===== config.mk =====
export PLATFORM = sky130hd
export DESIGN_NAME = nv_nvdla_nocif_dram_write_ig_osctl
export DESIGN_NICKNAME = d
export VERILOG_FILES = /design/src/rtl/nv_nvdla_nocif_dram_write_ig_osctl.sv
export SDC_FILE = /design/constraint.sdc
export NUM_CORES = 1
export LEC_CHECK = 0
export CORE_MARGIN = 5
export CORE_UTILIZATION = 36
export CTS_CLUSTER_DIAMETER = 50
export DETAILED_ROUTE_END_ITERATION = 8
export GPL_ROUTABILITY_DRIVEN = 0
export PLACE_DENSITY_LB_ADDON = 0.2
export SLEW_MARGIN = 10
export SYNTH_ARGS = -nofsm -noshare
export SYNTH_HDL_FRONTEND = slang
export SYNTH_SLANG_ARGS = --single-unit
export TNS_END_PERCENT = 1

===== constraint.sdc =====
create_clock -name nvdla_core_clk -period 10.48 [get_ports nvdla_core_clk]
set_input_delay 3.144 -clock nvdla_core_clk [delete_from_list [all_inputs] [get_ports nvdla_core_clk]]
set_output_delay 3.144 -clock nvdla_core_clk [all_outputs]
set_load 0.01 [all_outputs]

===== src/rtl/nv_nvdla_nocif_dram_write_ig_osctl.sv =====
// Write ingress outstanding-beat controller: gates AW issue against a programmable beat cap.
// Optional stall statistics counter enabled by defining NVDLA_WR_OS_STATS_EN.
module nv_nvdla_nocif_dram_write_ig_osctl #(
  parameter int PD_W = 77
) (
  input  logic            nvdla_core_clk,
  input  logic            nvdla_core_rst,
  input  logic [7:0]      reg2dp_wr_os_cnt,
  input  logic            os_enable,
  input  logic            drain_req,
  output logic            drain_done,
  input  logic            cmd_valid,
  output logic            cmd_ready,
  input  logic [1:0]      cmd_len,
  input  logic [PD_W-1:0] cmd_pd,
  output logic            aw_valid,
  input  logic            aw_ready,
  output logic [PD_W-1:0] aw_pd,
  input  logic            eg2ig_axi_vld,
  input  logic [1:0]      eg2ig_axi_len,
  output logic [8:0]      os_cnt,
  output logic            os_err,
  output logic            os_idle
`ifdef NVDLA_WR_OS_STATS_EN
  ,
  input  logic            stats_clr,
  output logic [31:0]     os_stall_cnt
`endif
);

  typedef enum logic [1:0] {
    IDLE  = 2'd0,
    RUN   = 2'd1,
    DRAIN = 2'd2
  } state_t;

  state_t     state_q, state_d;
  logic [8:0] os_cnt_q, os_cnt_d;
  logic       os_err_q, os_err_d;

  logic [9:0] cap_w;
  logic [9:0] need_w;
  logic [9:0] ret_w;
  logic [9:0] total_w;
  logic       allow;
  logic       issue;

  // 10-bit arithmetic so a full 256-beat count plus a 4-beat request cannot wrap
  assign cap_w   = {2'b00, reg2dp_wr_os_cnt} + 10'd1;
  assign need_w  = {8'd0, cmd_len} + 10'd1;
  assign ret_w   = eg2ig_axi_vld ? ({8'd0, eg2ig_axi_len} + 10'd1) : 10'd0;
  assign allow   = (state_q == RUN) && (({1'b0, os_cnt_q} + need_w) <= cap_w);
  assign issue   = aw_valid & aw_ready;
  assign total_w = {1'b0, os_cnt_q} + (issue ? need_w : 10'd0);

  always_ff @(posedge nvdla_core_clk or posedge nvdla_core_rst) begin
    if (nvdla_core_rst) begin
      state_q  <= IDLE;
      os_cnt_q <= 9'd0;
      os_err_q <= 1'b0;
    end else begin
      state_q  <= state_d;
      os_cnt_q <= os_cnt_d;
      os_err_q <= os_err_d;
    end
  end

  always_comb begin
    state_d = state_q;
    case (state_q)
      IDLE:    if (os_enable && !drain_req) state_d = RUN;
      RUN:     if (drain_req) state_d = DRAIN;
      DRAIN:   if ((os_cnt_q == 9'd0) && !issue) state_d = IDLE;
      default: state_d = IDLE;
    endcase
  end

  always_comb begin
    aw_valid   = cmd_valid & allow;
    cmd_ready  = aw_ready & allow;
    aw_pd      = cmd_pd;
    drain_done = (state_q == DRAIN) && (os_cnt_q == 9'd0) && !issue;
    os_idle    = (state_q == IDLE);
    os_cnt     = os_cnt_q;
    os_err     = os_err_q;
  end

  // Returns exceeding what is outstanding clamp to zero and latch the error
  always_comb begin
    os_err_d = os_err_q;
    if (ret_w > total_w) begin
      os_cnt_d = 9'd0;
      os_err_d = 1'b1;
    end else begin
      os_cnt_d = 9'(total_w - ret_w);
    end
  end

`ifdef NVDLA_WR_OS_STATS_EN
  logic [31:0] stall_cnt_q, stall_cnt_d;

  always_comb begin
    stall_cnt_d = stall_cnt_q;
    if (stats_clr) begin
      stall_cnt_d = 32'd0;
    end else if ((state_q == RUN) && cmd_valid && !allow && (stall_cnt_q != 32'hFFFF_FFFF)) begin
      stall_cnt_d = stall_cnt_q + 32'd1;
    end
  end

  always_ff @(posedge nvdla_core_clk or posedge nvdla_core_rst) begin
    if (nvdla_core_rst) stall_cnt_q <= 32'd0;
    else                stall_cnt_q <= stall_cnt_d;
  end

  assign os_stall_cnt = stall_cnt_q;
`endif

endmodule


==> flow_summary_export.csv <==
group,metric,value,unit
route,avgRoutedWirePerCell,15.0,µm
die,design.core.area,6280,µm²
yosys,seq_area_frac_synth,0.131,
die,placementRows,29,
timing,rsz0062_at_grt,"no",
place,pre_cts_slack,0.579,ns
yosys,synthArstFlopShare,1.00,
yosys,synth_nets,408,
min_path,min-delay-start,"os_err$_DFFE_PP0N_",
clocking,cts_buffers,3,
clocking,clock_path_buffers,2,
yosys,synth.ff_latch_count,12,
power_and_ir_drop,powerDensity,239,nW/µm²
yosys,syn_area,2300,µm²
yosys,synth_cells,285,
die,boundaryPins,187,
route,dr.first_iter.drc_count,85,
place,dpl_cell_area,2120,µm²
critical_path,worstReg2RegEnd,"os_cnt[8]$_DFF_PP0_",
clocking,clock_sinks,12,
yosys,ys.warnings.count,0,
route,antenna_left,0,
clocking,cts_tree,"built",
clocking,cts-htree-levels,1,
critical_path,crit_arrival,6.76,ns
yosys,synth-simple-area-share,0.207,
yosys,syn_area_per_cell,8.06,µm²
critical_path,endpoint_kind,"primary output",
yosys,ys_types,52,
grt,grt.total_usage,0.115,
critical_path,r2r_start,"os_cnt[1]$_DFF_PP0_",
die,fp.dieH,89.9,µm
timing,finalHoldViolations,0,
route,drc_errors,0,
timing,max_freq,0.101,GHz
critical_path,crit_fanout,5,
critical_path,cp-startpoint,"cmd_len[0]",
yosys,synthMuxAreaShare,0.00926,
timing,tightest_slew,0.796,ns
timing,fin_tns_setup,0,ns
route,routed_wl,4740,µm
yosys,synthAdderAreaFrac,0.157,
finish,fillCellCount,666,
critical_path,path_buf_inv,2,
critical_path,cpLargestDelayFamily,"compound AO/OA/AOI/OAI gates",
timing,hold_ws,0.469,ns
clocking,cts.clk_slew.worst_paths,0.06,ns
critical_path,required,7.34,ns
finish,drive_gt1_frac,0.0669,
yosys,synth_edf_count,0,
min_path,hold_path.class,"reg2reg",
route,dr.pass1.iters,4,
job,drv_cap,0,
grt,overflow,0,
yosys,synth_xor_area_frac,0.0648,
grt,grt_pass1_vias,1675,
clocking,cts_resized,0,
critical_path,crit_path_cell_trace,"clkdlybuf4s50_1 > ha_1 > ha_1 > a21o_1 > a21oi_1 > nor2_1 > xor2_1 > ha_1 > a21o_1 > a21oi_1 > o2111ai_1 > a21oi_1 > o211a_1 > clkdlybuf4s50_1",
finish,fin_area,2170,µm²
power_and_ir_drop,p_leak,0.000976,µW
power_and_ir_drop,p_total,518,µW
die,die_area,8080,µm²
status,status,"complete, no violations",
critical_path,crit_end,"aw_valid",
clocking,clk_latency,0.25,ns
grt,grt_first_pass_wirelength,7970,µm
timing,relSlewSlack,0.455,
clocking,postCtsSetupBuffers,0,
place,port_buffers,32,
finish,antenna_cells,0,
die,die_x,89.9,µm
critical_path,startpoint_type,"input port",
critical_path,cp_slowest_cell,"clkdlybuf4s50_1",
die,start_util,0.366,
clocking,ctsHoldBuffers,0,
yosys,synth_top_family_by_area,"buffers and inverters",
critical_path,reg2reg_depth,21,
grt,antenna_found_initial,0,
critical_path,cp.depth,14,
grt,grt_max_degree,16,
route,dr_total_vias,1633,
timing,finalCritPeriodShare,0.945,
timing,finalCriticalPeriod,9.91,ns
clocking,cts-root-buf,"clkbuf_8",
finish,nets,363,
timing,worst_slack,0.573,ns
critical_path,critPathKind,"in2out",
critical_path,r2r_setup_slack,4.37,ns
critical_path,slowest_delay,0.53,ns
timing,setup_viol,0,
timing,slew_viol_final,0,
yosys,ys.flop_type,"dfrtp_1",
route,via_per_inst,5.17,
power_and_ir_drop,vdd_drop_max,73.1,µV
place,post-dp-hpwl,3870,µm
finish,syn_to_final_growth,-5.39,%
timing,finalClockSkew,0.00559,ns
yosys,synth-compound-area-share,0.141,
==> per-layer routing <==
layer,vias to the layer above,share of wire,GRT usage
met3,15,0.070,0.0326
met5,-,0,0
met2,54,0.47,0.193
met1,745,0.44,0.134
met4,0,0.022,0.0546
li1,819,-,-
==> report_power, final <==
group | leakage (µW) | total (µW) | switching [µW] | internal [µW]
Clock | 0.0000288 | 53.2 | 19.9 | 33.3
Sequential | 0.000145 | 120 | 51.4 | 68.9
Combinational | 0.000803 | 345 | 173 | 172
==> cells in the final DEF, fill, tap and decap left out, types with 2 or more instances in the layout <==
cell type,n
a31oi_1,2
o311ai_0,2
nand2b_1,3
nand2_1,7
ha_1,24
nor2b_1,6
xor2_1,8
a22oi_1,2
and2_1,8
dfrtp_1,12
clkdlybuf4s50_1,32
nor4_1,3
xnor2_1,9
nor4bb_1,3
nor3_1,7
o21ai_0,5
and4_1,3
nand4_1,3
a21o_1,5
or2_2,2
nor2_1,13
fa_1,3
o21a_1,2
nand3_1,14
clkbuf_8,4
a21oi_1,10
and3_1,4
o21bai_1,2
o211a_1,2
inv_1,17
==> cell families (layout without fill, tap and decap cells) <==
| family | count (synthesis) | after routing |
|---|---|---|
| compound gates | 44 | 44 |
| flops | 12 | 12 |
| simple gates | 83 | 83 |
| fa+ha+maj | 27 | 27 |
| mux | 2 | 2 |
| xor+xnor | 17 | 17 |
| buf+inv | 100 | 54 |
==> worst reg2reg max path, stage by stage (launching register included) <==
cell and delay (ns):
dfrtp_1 0.47, ha_1 0.33, a21o_1 0.16, a21oi_1 0.38, nor2_1 0.11, xor2_1 0.16
ha_1 0.31, a21o_1 0.16, a21oi_1 0.19, o2111ai_1 0.16, a2111oi_0 0.77, and2_1 0.25
ha_1 0.25, fa_1 0.29, xor2_1 0.23, inv_1 0.07, ha_1 0.35, nor2b_1 0.38
nor2_1 0.10, o2111a_2 0.18, and4_4 0.19, or4b_1 0.51
==> flip-flops by register name, indices dropped and copies added, names as in the netlist <==
register	cells
os_cnt	9
os_err	1
state_q	2
==> final cells by class <==
| type | count | area [µm²] | area share |
|---|---|---|---|
| multi-input cells | 173 | 1330 | 0.612 |
| inverters | 17 | 63.8 | 0.0294 |
| clock buffers | 4 | 55.1 | 0.0253 |
| repair buffers | 33 | 328 | 0.151 |
| flip-flops and latches | 12 | 300 | 0.138 |
| well taps | 77 | 96.3 | 0.0443 |
==> cell usage after synthesis (6+ instances only) <==
| cell | instances | share of area |
|---|---|---|
| a21oi_1 | 10 | 0.022 |
| and2_1 | 8 | 0.022 |
| buf_4 | 77 | 0.25 |
| dfrtp_1 | 12 | 0.13 |
| ha_1 | 24 | 0.13 |
| inv_1 | 17 | 0.028 |
| nand2_1 | 7 | 0.011 |
| nand3_1 | 14 | 0.031 |
| nor2_1 | 13 | 0.021 |
| nor2b_1 | 6 | 0.016 |
| nor3_1 | 7 | 0.015 |
| xnor2_1 | 9 | 0.034 |
| xor2_1 | 8 | 0.031 |
==> metrics by stage <==
step | util | std cells
after floorplan | - | 285
after detailed placement | 0.337 | 312
after global routing | 0.346 | 316
after global placement | 0.337 | 312
final | 0.346 | 316
after CTS | 0.346 | 316
==> how the worst min path moves through the flow <==
stage / end / slack, ns / depth (start not counted)
finish: os_err$_DFFE_PP0N_ / 0.47 / 1
global route: os_err$_DFFE_PP0N_ / 0.48 / 1
CTS: os_err$_DFFE_PP0N_ / 0.47 / 1
detailed placement: os_err$_DFFE_PP0N_ / 0.45 / 1
global placement: os_err$_DFFE_PP0N_ / 0.45 / 1
floorplan: state_q[0]$_DFFE_PP0P_ / 0.47 / 1
(Power assumes the default switching activity.)
